[config.mk]
export PLATFORM = sky130hd
export DESIGN_NAME = cpl_request_lookup_flat
export DESIGN_NICKNAME = d
export VERILOG_FILES = /design/src/rtl/tl_axi_slave_pkg.sv /design/src/rtl/cpl_request_lookup_if.sv /design/src/rtl/cpl_request_lookup.sv /design/src/flat_wrapper.sv
export SDC_FILE = /design/constraint.sdc
export NUM_CORES = 1
export LEC_CHECK = 0
export CAP_MARGIN = 20
export CELL_PAD_IN_SITES_DETAIL_PLACEMENT = 0
export CELL_PAD_IN_SITES_GLOBAL_PLACEMENT = 2
export CORE_UTILIZATION = 25
export DETAILED_ROUTE_END_ITERATION = 6
export PLACE_DENSITY_LB_ADDON = 0.1
export SKIP_CTS_REPAIR_TIMING = 1
export SYNTH_ARGS = -nofsm -noshare
export SYNTH_HDL_FRONTEND = slang
export SYNTH_SLANG_ARGS = --single-unit
export TNS_END_PERCENT = 10
[constraint.sdc]
create_clock -name clk -period 1.4 [get_ports clk]
set_input_delay 0.28 -clock clk [delete_from_list [all_inputs] [get_ports clk]]
set_output_delay 0.28 -clock clk [all_outputs]
set_load 0.1 [all_outputs]
[src/rtl/tl_axi_slave_pkg.sv]
// Shared types for the AXI slave bridge: request-recorder entry layout, AXI/PCIe
// status encodings and the completion-status to AXI response mapping.
package tl_axi_slave_pkg;

  localparam int REC_ID_W  = 4;
  localparam int REC_LEN_W = 8;

  typedef struct packed {
    logic                 valid;
    logic                 is_write;
    logic [REC_ID_W-1:0]  axi_id;
    logic [REC_LEN_W-1:0] len;
  } req_rec_entry_t;

  typedef enum logic [1:0] {
    AXI_OKAY   = 2'b00,
    AXI_EXOKAY = 2'b01,
    AXI_SLVERR = 2'b10,
    AXI_DECERR = 2'b11
  } axi_resp_e;

  typedef enum logic [2:0] {
    CPL_SC  = 3'b000,
    CPL_UR  = 3'b001,
    CPL_CRS = 3'b010,
    CPL_CA  = 3'b100
  } cpl_status_e;

  // Unsupported request is an address decode miss; everything else non-SC is a slave error.
  function automatic axi_resp_e cpl_to_axi_resp(input logic [2:0] status);
    axi_resp_e resp;
    case (status)
      CPL_SC:          resp = AXI_OKAY;
      CPL_UR:          resp = AXI_DECERR;
      CPL_CRS, CPL_CA: resp = AXI_SLVERR;
      default:         resp = AXI_SLVERR;
    endcase
    return resp;
  endfunction

endpackage

[src/rtl/cpl_request_lookup_if.sv]
// Completion-lookup bundle: completion descriptor in, recorder read/free port,
// and the B / R-control response channels. slave = lookup block, master = its environment.
interface cpl_request_lookup_if
  import tl_axi_slave_pkg::*;
#(
  parameter int TAG_W = 8,
  parameter int ID_W  = REC_ID_W,
  parameter int LEN_W = REC_LEN_W
);

  logic             cpl_valid;
  logic             cpl_ready;
  logic [TAG_W-1:0] cpl_tag;
  logic [2:0]       cpl_status;
  logic             cpl_last;

  logic             req_rd_en;
  logic [TAG_W-1:0] req_rd_addr;
  req_rec_entry_t   req_rd_data;
  logic             req_free_en;
  logic [TAG_W-1:0] req_free_tag;

  logic             wr_rsp_valid;
  logic             wr_rsp_ready;
  logic [ID_W-1:0]  wr_rsp_id;
  logic [1:0]       wr_rsp_resp;

  logic             rd_rsp_valid;
  logic             rd_rsp_ready;
  logic [ID_W-1:0]  rd_rsp_id;
  logic [1:0]       rd_rsp_resp;
  logic [LEN_W-1:0] rd_rsp_len;
  logic             rd_rsp_last;

  logic             err_unexpected;

  modport slave (
    input  cpl_valid, cpl_tag, cpl_status, cpl_last,
    input  req_rd_data,
    input  wr_rsp_ready, rd_rsp_ready,
    output cpl_ready,
    output req_rd_en, req_rd_addr, req_free_en, req_free_tag,
    output wr_rsp_valid, wr_rsp_id, wr_rsp_resp,
    output rd_rsp_valid, rd_rsp_id, rd_rsp_resp, rd_rsp_len, rd_rsp_last,
    output err_unexpected
  );

  modport master (
    output cpl_valid, cpl_tag, cpl_status, cpl_last,
    output req_rd_data,
    output wr_rsp_ready, rd_rsp_ready,
    input  cpl_ready,
    input  req_rd_en, req_rd_addr, req_free_en, req_free_tag,
    input  wr_rsp_valid, wr_rsp_id, wr_rsp_resp,
    input  rd_rsp_valid, rd_rsp_id, rd_rsp_resp, rd_rsp_len, rd_rsp_last,
    input  err_unexpected
  );

endinterface

[src/rtl/cpl_request_lookup.sv]
// Reads the recorder entry for each completion tag and routes an AXI B or R-control response.
// Accept at T, response valid from T+3 (error pulse T+2); single completion in flight, cpl_ready low until handshake.
module cpl_request_lookup
  import tl_axi_slave_pkg::*;
#(
  parameter int TAG_W = 8,
  parameter int ID_W  = REC_ID_W,
  parameter int LEN_W = REC_LEN_W
) (
  input logic                 clk,
  input logic                 arst_n,
  cpl_request_lookup_if.slave bus
);

  typedef enum logic [1:0] {
    IDLE   = 2'd0,
    LOOKUP = 2'd1,
    DECODE = 2'd2,
    RESP   = 2'd3
  } state_e;

  state_e           state;

  // Completion captured on accept
  logic [TAG_W-1:0] tag_q;
  logic [2:0]       status_q;
  logic             last_q;

  // Recorder entry and mapped status, registered in LOOKUP
  logic             ent_valid_q;
  logic             ent_write_q;
  logic [ID_W-1:0]  ent_id_q;
  logic [LEN_W-1:0] ent_len_q;
  axi_resp_e        ent_resp_q;

  // Registered outputs
  logic             cpl_ready_q;
  logic             wr_vld_q;
  logic             rd_vld_q;
  logic [ID_W-1:0]  rsp_id_q;
  axi_resp_e        rsp_resp_q;
  logic [LEN_W-1:0] rsp_len_q;
  logic             rsp_last_q;
  logic             err_q;

  logic             accept;
  logic             wr_hs;
  logic             rd_hs;

  // cpl_ready_q is only ever high in IDLE, so it doubles as the accept window.
  assign accept = bus.cpl_valid && cpl_ready_q;
  assign wr_hs  = wr_vld_q && bus.wr_rsp_ready;
  assign rd_hs  = rd_vld_q && bus.rd_rsp_ready;

  assign bus.cpl_ready      = cpl_ready_q;
  assign bus.req_rd_en      = accept;
  assign bus.req_rd_addr    = accept ? bus.cpl_tag : '0;

  // A write is always a single completion, so its handshake releases the entry unconditionally.
  assign bus.req_free_en    = wr_hs || (rd_hs && last_q);
  assign bus.req_free_tag   = bus.req_free_en ? tag_q : '0;

  assign bus.wr_rsp_valid   = wr_vld_q;
  assign bus.wr_rsp_id      = rsp_id_q;
  assign bus.wr_rsp_resp    = rsp_resp_q;
  assign bus.rd_rsp_valid   = rd_vld_q;
  assign bus.rd_rsp_id      = rsp_id_q;
  assign bus.rd_rsp_resp    = rsp_resp_q;
  assign bus.rd_rsp_len     = rsp_len_q;
  assign bus.rd_rsp_last    = rsp_last_q;
  assign bus.err_unexpected = err_q;

  always_ff @(posedge clk or negedge arst_n) begin
    if (!arst_n) begin
      state       <= IDLE;
      tag_q       <= '0;
      status_q    <= '0;
      last_q      <= 1'b0;
      ent_valid_q <= 1'b0;
      ent_write_q <= 1'b0;
      ent_id_q    <= '0;
      ent_len_q   <= '0;
      ent_resp_q  <= AXI_OKAY;
      cpl_ready_q <= 1'b0;
      wr_vld_q    <= 1'b0;
      rd_vld_q    <= 1'b0;
      rsp_id_q    <= '0;
      rsp_resp_q  <= AXI_OKAY;
      rsp_len_q   <= '0;
      rsp_last_q  <= 1'b0;
      err_q       <= 1'b0;
    end else begin
      err_q <= 1'b0;
      case (state)
        IDLE: begin
          cpl_ready_q <= 1'b1;
          if (accept) begin
            tag_q       <= bus.cpl_tag;
            status_q    <= bus.cpl_status;
            last_q      <= bus.cpl_last;
            cpl_ready_q <= 1'b0;
            state       <= LOOKUP;
          end
        end

        LOOKUP: begin
          ent_valid_q <= bus.req_rd_data.valid;
          ent_write_q <= bus.req_rd_data.is_write;
          ent_id_q    <= bus.req_rd_data.axi_id;
          ent_len_q   <= bus.req_rd_data.len;
          ent_resp_q  <= cpl_to_axi_resp(status_q);
          // Raised here so the pulse lands in the DECODE cycle.
          err_q       <= !bus.req_rd_data.valid;
          state       <= DECODE;
        end

        DECODE: begin
          if (!ent_valid_q) begin
            cpl_ready_q <= 1'b1;
            state       <= IDLE;
          end else begin
            wr_vld_q    <= ent_write_q;
            rd_vld_q    <= !ent_write_q;
            rsp_id_q    <= ent_id_q;
            rsp_resp_q  <= ent_resp_q;
            rsp_len_q   <= ent_len_q;
            rsp_last_q  <= last_q;
            state       <= RESP;
          end
        end

        RESP: begin
          if (wr_hs || rd_hs) begin
            wr_vld_q    <= 1'b0;
            rd_vld_q    <= 1'b0;
            cpl_ready_q <= 1'b1;
            state       <= IDLE;
          end
        end

        default: state <= IDLE;
      endcase
    end
  end

  a_one_channel: assert property (@(posedge clk) disable iff (!arst_n)
    !(wr_vld_q && rd_vld_q));

  a_wr_hold: assert property (@(posedge clk) disable iff (!arst_n)
    (wr_vld_q && !bus.wr_rsp_ready) |=> (wr_vld_q && $stable(rsp_id_q) && $stable(rsp_resp_q)));

  a_rd_hold: assert property (@(posedge clk) disable iff (!arst_n)
    (rd_vld_q && !bus.rd_rsp_ready) |=>
      (rd_vld_q && $stable(rsp_id_q) && $stable(rsp_resp_q) && $stable(rsp_len_q) && $stable(rsp_last_q)));

  a_ready_only_idle: assert property (@(posedge clk) disable iff (!arst_n)
    cpl_ready_q |-> (state == IDLE));

endmodule

[src/flat_wrapper.sv]
// flat-port wrapper written by rule: the top's interface ports become plain ports
module cpl_request_lookup_flat import tl_axi_slave_pkg::*;
#(
  parameter int TAG_W = 8,
  parameter int ID_W  = REC_ID_W,
  parameter int LEN_W = REC_LEN_W
)
  (clk, arst_n, bus_cpl_valid, bus_cpl_tag, bus_cpl_status, bus_cpl_last, bus_req_rd_data, bus_wr_rsp_ready, bus_rd_rsp_ready, bus_cpl_ready, bus_req_rd_en, bus_req_rd_addr, bus_req_free_en, bus_req_free_tag, bus_wr_rsp_valid, bus_wr_rsp_id, bus_wr_rsp_resp, bus_rd_rsp_valid, bus_rd_rsp_id, bus_rd_rsp_resp, bus_rd_rsp_len, bus_rd_rsp_last, bus_err_unexpected);
  cpl_request_lookup_if #(.TAG_W(TAG_W), .ID_W(ID_W), .LEN_W(LEN_W)) bus_i ();
  input logic clk;
  input logic arst_n;
  input wire logic [$bits(bus_i.cpl_valid)-1:0] bus_cpl_valid;
  input wire logic [$bits(bus_i.cpl_tag)-1:0] bus_cpl_tag;
  input wire logic [$bits(bus_i.cpl_status)-1:0] bus_cpl_status;
  input wire logic [$bits(bus_i.cpl_last)-1:0] bus_cpl_last;
  input wire logic [$bits(bus_i.req_rd_data)-1:0] bus_req_rd_data;
  input wire logic [$bits(bus_i.wr_rsp_ready)-1:0] bus_wr_rsp_ready;
  input wire logic [$bits(bus_i.rd_rsp_ready)-1:0] bus_rd_rsp_ready;
  output wire logic [$bits(bus_i.cpl_ready)-1:0] bus_cpl_ready;
  output wire logic [$bits(bus_i.req_rd_en)-1:0] bus_req_rd_en;
  output wire logic [$bits(bus_i.req_rd_addr)-1:0] bus_req_rd_addr;
  output wire logic [$bits(bus_i.req_free_en)-1:0] bus_req_free_en;
  output wire logic [$bits(bus_i.req_free_tag)-1:0] bus_req_free_tag;
  output wire logic [$bits(bus_i.wr_rsp_valid)-1:0] bus_wr_rsp_valid;
  output wire logic [$bits(bus_i.wr_rsp_id)-1:0] bus_wr_rsp_id;
  output wire logic [$bits(bus_i.wr_rsp_resp)-1:0] bus_wr_rsp_resp;
  output wire logic [$bits(bus_i.rd_rsp_valid)-1:0] bus_rd_rsp_valid;
  output wire logic [$bits(bus_i.rd_rsp_id)-1:0] bus_rd_rsp_id;
  output wire logic [$bits(bus_i.rd_rsp_resp)-1:0] bus_rd_rsp_resp;
  output wire logic [$bits(bus_i.rd_rsp_len)-1:0] bus_rd_rsp_len;
  output wire logic [$bits(bus_i.rd_rsp_last)-1:0] bus_rd_rsp_last;
  output wire logic [$bits(bus_i.err_unexpected)-1:0] bus_err_unexpected;
  assign bus_i.cpl_valid = bus_cpl_valid;
  assign bus_i.cpl_tag = bus_cpl_tag;
  assign bus_i.cpl_status = bus_cpl_status;
  assign bus_i.cpl_last = bus_cpl_last;
  assign bus_i.req_rd_data = bus_req_rd_data;
  assign bus_i.wr_rsp_ready = bus_wr_rsp_ready;
  assign bus_i.rd_rsp_ready = bus_rd_rsp_ready;
  assign bus_cpl_ready = bus_i.cpl_ready;
  assign bus_req_rd_en = bus_i.req_rd_en;
  assign bus_req_rd_addr = bus_i.req_rd_addr;
  assign bus_req_free_en = bus_i.req_free_en;
  assign bus_req_free_tag = bus_i.req_free_tag;
  assign bus_wr_rsp_valid = bus_i.wr_rsp_valid;
  assign bus_wr_rsp_id = bus_i.wr_rsp_id;
  assign bus_wr_rsp_resp = bus_i.wr_rsp_resp;
  assign bus_rd_rsp_valid = bus_i.rd_rsp_valid;
  assign bus_rd_rsp_id = bus_i.rd_rsp_id;
  assign bus_rd_rsp_resp = bus_i.rd_rsp_resp;
  assign bus_rd_rsp_len = bus_i.rd_rsp_len;
  assign bus_rd_rsp_last = bus_i.rd_rsp_last;
  assign bus_err_unexpected = bus_i.err_unexpected;
  cpl_request_lookup #(.TAG_W(TAG_W), .ID_W(ID_W), .LEN_W(LEN_W)) u_core (.clk(clk), .arst_n(arst_n), .bus(bus_i));
endmodule
[Yosys cells after proc, flatten, opt, wreduce, memory -nomap -nowiden]
Cells that the tools add are included.
Word-level totals
  register bits: 49
  bits of input ports: 31
  output and inout bits: 43
Operators by class
  eq/ne operators: 8
  mux-type cells: 17
  reductions and logical operators: 17
Operators by type and width (count)
  two-way mux 8 bit: 2
  one-hot mux 2 bit (4 select lines): 1
  two-way mux 1 bit: 7
  two-way mux 2 bit: 3
  inequality test 2 x 1 -> 1 bit, second input constant: 3
  AND reduction 2 bit: 3
  AND reduction 3 bit: 2
  equality test 2 bit, second input constant: 2
  logical AND 1 bit: 4
  one-hot mux 1 bit (2 select lines): 2
  one-hot mux 2 bit (2 select lines): 1
  equality test 3 x 1 -> 1 bit, second input constant: 1
  logical NOT 3 bit: 1
  one-hot mux 1 bit (3 select lines): 1
  nonzero test 3 bit: 1
  equality test 2 x 1 -> 1 bit, second input constant: 1
  logical NOT 1 bit: 2
  logical NOT 2 bit: 1
  logical OR 1 bit: 2
  inequality test 2 bit, second input constant: 1
  nonzero test 2 bit: 1

[Depth between registers and ports, before layout]
  word-level depth: 4
  gate-level depth with buffers: 6
  gate-level depth less buffers: 3

[Worst setup path after synthesis]
Ideal clock, no wire load.
  path type: flip-flop to output port
  from: register u_core.rd_vld_q (netlist: u_core.bus.rd_rsp_valid)
  to: output port bus_req_free_tag[0]
  arrival time: 2.803 ns
  slack: -1.683 ns
  cell stages (with the launch flop): 4
  path through: dfrtp_1 -> and2_1 -> a22oi_1 -> nor2b_1
Between the ends
  cells in the longest elaborated chain, start to end: 4
Ends and longest elaborated chain
  from (decl): RTL line cpl_request_lookup.sv:39  | logic rd_vld_q;
  from (signal assigned): RTL line cpl_request_lookup.sv:123  | rd_vld_q <= !ent_write_q;
  logical AND 1 bit: RTL line cpl_request_lookup.sv:53  | assign rd_hs = rd_vld_q && bus.rd_rsp_ready;
  logical AND 1 bit: RTL line cpl_request_lookup.sv:60  | assign bus.req_free_en = wr_hs || (rd_hs && last_q);
  logical OR 1 bit: RTL line cpl_request_lookup.sv:60
  two-way mux 8 bit: RTL line cpl_request_lookup.sv:61  | assign bus.req_free_tag = bus.req_free_en ? tag_q : '0;
  to (decl): RTL line flat_wrapper.sv:23  | output wire logic [$bits(bus_i.req_free_tag)-1:0] bus_req_free_tag;
Every way passes these cells.

[Final worst setup path]
  from: register u_core.rd_vld_q (netlist: u_core.bus.rd_rsp_valid)
  to: output port bus_req_free_en
Between the ends
  cells in the longest elaborated chain, start to end: 3
Ends and longest elaborated chain
  logical AND 1 bit: RTL line cpl_request_lookup.sv:53
  logical AND 1 bit: RTL line cpl_request_lookup.sv:60
  logical OR 1 bit: RTL line cpl_request_lookup.sv:60
  to (decl): RTL line flat_wrapper.sv:22  | output wire logic [$bits(bus_i.req_free_en)-1:0] bus_req_free_en;
Every way passes these cells.

==> results_dict.tcl <==
set metrics [dict create \
    cts_root_buf "clkbuf_8" \
    finalSetupViolCount 17 \
    clock_latency_ns 0.30 \
    critPathMaxFanout 9 \
    insertedDiodeCount 0 \
    area_growth_pct 73.5 \
    cap_violations 0 \
    violations "negative setup slack" \
    ys_ff_latch 49 \
    period_share_pct 131 \
    drive_gt1_share_pct 46.3 \
    status "finished with violations" \
    yosysSeqAreaShare_pct 57.6 \
    die_h_um 94.2 \
    cts.sinks 49 \
    tightestPinTransition_ns 0.277 \
    hold_viol_final 0 \
    grt_pass1_vias 1621 \
    io_buffers 73 \
    gp_congestion 0.668 \
    fmax_mhz 545 \
    crit_path_top_delay_cell "dfrtp_4" \
    via_per_inst 4.28 \
    hold_path.class "reg -> reg" \
    slew_violations 0 \
    worstPathArrival_ns 1.55 \
    skew_ns 0.00971 \
    ys.warnings.count 0 \
    tns_ns -4.40 \
    antenna_found_initial 0 \
    wl_per_cell_um 13.3 \
    cts_buffer_depth 2 \
    grt_start_max_net_pins 50 \
    syn_area_um2 2130 \
    clk_pin_slew_ns 0.09 \
    cpMostUsedCell "buf_12" \
    required_ns 1.12 \
    start_util_pct 25.9 \
    dp_hpwl_um 3550 \
    slowest_delay_ns 0.48 \
    postSynthAreaPerCell_um2 11.7 \
    setup_ws_ns -0.433 \
    grt_pass1_wl_um 8200 \
    drc 0 \
    crit_path_cell_trace "and2_4 > a22oi_2 > buf_12 > clkinvlp_4 > buf_12" \
    fin_crit_ns 1.83 \
    cts_buffers 5 \
    startpoint_type "register" \
    dp.cells 365 \
    grt_usage_pct 12.0 \
    routed-via-count 1595 \
    rsz0062_at_grt "true" \
    maxSlewHeadroom_pct 81.6 \
    routed_wl_um 4970 \
    synth.distinct_cells 27 \
    die_area_um2 8880 \
    fin_cells 373 \
    row_count 33 \
    core_area_um2 8220 \
    critPathKind "reg -> out" \
    io_pins 74 \
    grt_overflow 0 \
    final_core_util_pct 44.9 \
    cts_tree "yes" \
    layout.nets 299 \
    syn_inst 182 \
    end_kind "primary output" \
    htree_levels 2 \
    ant_nets 0 \
    drt_iter0_markers 65 \
    drt_pass1_iterations 4 \
    fp.dieW_um 94.2 \
    synthesis.nets 213 \
]
-- cell usage in the layout (no fill, tap or decap), types with 2 or more instances in the layout --
cell / Yosys / final
buf_12: 0 / 46
dfrtp_1: 49 / 46
nand2_1: 41 / 41
clkdlybuf4s50_1: 0 / 28
mux2_2: 27 / 27
buf_4: 8 / 16
and3_2: 8 / 8
nor2b_4: 0 / 6
a21oi_1: 6 / 6
clkbuf_8: 0 / 5
inv_1: 4 / 3
nor3_1: 3 / 3
and2_4: 1 / 2
nor2b_2: 0 / 2
nor2_1: 2 / 2
o21ai_0: 2 / 2
a22o_1: 2 / 2
a2bb2oi_1: 2 / 2
o2bb2ai_1: 2 / 2
dfrtp_2: 0 / 2
-- per-stage QoR --
stage / cell area (µm²) / worst slack (ns) / hold WS, ns
2_1_floorplan: 2190 / -1.09 / -0.0156
5_1_grt: 3690 / -0.489 / 0.504
3_5_place_dp: 3570 / -0.419 / 0.294
4_1_cts: 3670 / -0.465 / -0.0337
6_report: 3690 / -0.433 / 0.475
3_3_place_gp: 3570 / -0.398 / 0.302
-- registers in the layout, summed over array words and instances (netlist names) --
name	flops
u_core.bus.rd_rsp_len	8
u_core.ent_len_q	8
u_core.tag_q	8
u_core.bus.rd_rsp_id	4
u_core.ent_id_q	4
u_core.status_q	3
u_core.bus.rd_rsp_resp	2
u_core.ent_resp_q	2
u_core.state	2
u_core.bus.cpl_ready	1
u_core.bus.err_unexpected	1
u_core.bus.rd_rsp_last	1
u_core.bus.rd_rsp_valid	1
u_core.bus.wr_rsp_valid	1
u_core.ent_valid_q	1
u_core.ent_write_q	1
u_core.last_q	1
-- cell usage after synthesis --
| cell | n | area [µm²] |
|---|---|---|
| nor3b_4 | 1 | 18.8 |
| a21bo_2 | 1 | 10.0 |
| mux2_2 | 27 | 304 |
| and2_4 | 1 | 8.76 |
| and3_1 | 1 | 6.26 |
| nand2b_1 | 1 | 6.26 |
| nor2_1 | 2 | 7.51 |
| and2_1 | 1 | 6.26 |
| a2bb2oi_1 | 2 | 17.5 |
| a31oi_1 | 1 | 6.26 |
| nand2_1 | 41 | 154 |
| inv_1 | 4 | 15.0 |
| a21oi_1 | 6 | 30.0 |
| dfrtp_1 | 49 | 1230 |
| nand3b_4 | 1 | 20.0 |
| o31ai_1 | 1 | 7.51 |
| and3_2 | 8 | 60.1 |
| o21ai_0 | 2 | 10.0 |
| nor2b_1 | 9 | 56.3 |
| buf_4 | 8 | 60.1 |
| buf_6 | 1 | 11.3 |
| a22oi_1 | 1 | 7.51 |
| nor3_1 | 3 | 15.0 |
| buf_2 | 4 | 20.0 |
| o2bb2ai_1 | 2 | 17.5 |
| clkbuf_1 | 2 | 7.51 |
| a22o_1 | 2 | 17.5 |
-- metal layers --
metal / track usage, % / routed length, µm
met1: 15.9 / 2290
met2: 19.3 / 2350
met3: 2.91 / 256
met4: 3.85 / 62
met5: 0 / 0
-- critical path: cells and delay by family (launching register included) --
kind,cells,cell delay [ns]
flops,1,0.48
buf+inv,3,0.47
compound gates,1,0.16
simple gates,1,0.15
-- path summary, 6_finish.rpt --
check | from | to | slack, ns | cells after the start
max in group asynchronous | arst_n | u_core.state[1] | 0.65 | 3
hold reg to reg | u_core.ent_len_q[1] | u_core.ent_len_q[1] | 0.47 | 2
min in group asynchronous | arst_n | u_core.last_q | 0.51 | 3
setup reg to reg | u_core.state[1] | u_core.tag_q[4] | 0.06 | 3
setup / recovery | u_core.bus.rd_rsp_valid | bus_req_free_en | -0.43 | 5
hold / removal | u_core.ent_len_q[1] | u_core.ent_len_q[1] | 0.47 | 2
-- layout make-up --
class | count | area, µm²
Fill cell | 776 | 4530
Timing Repair Buffer | 94 | 1360
Sequential cell | 49 | 1230
Multi-Input combinational cell | 114 | 845
Tap cell | 105 | 131
Clock buffer | 5 | 68.8
Clock inverter | 2 | 35.0
Inverter | 4 | 18.8
-- cell families (layout without fill, tap and decap cells) --
group	after synthesis	after routing	share of synthesized area, %
flops	49	49	57.6
mux	27	27	14.3
compound gates	18	18	5.82
simple gates	69	69	16.9
buf+inv	19	105	5.35
Power is not shown: default switching activity piles up to over one toggle a cycle in this logic, so the estimate is an artifact.
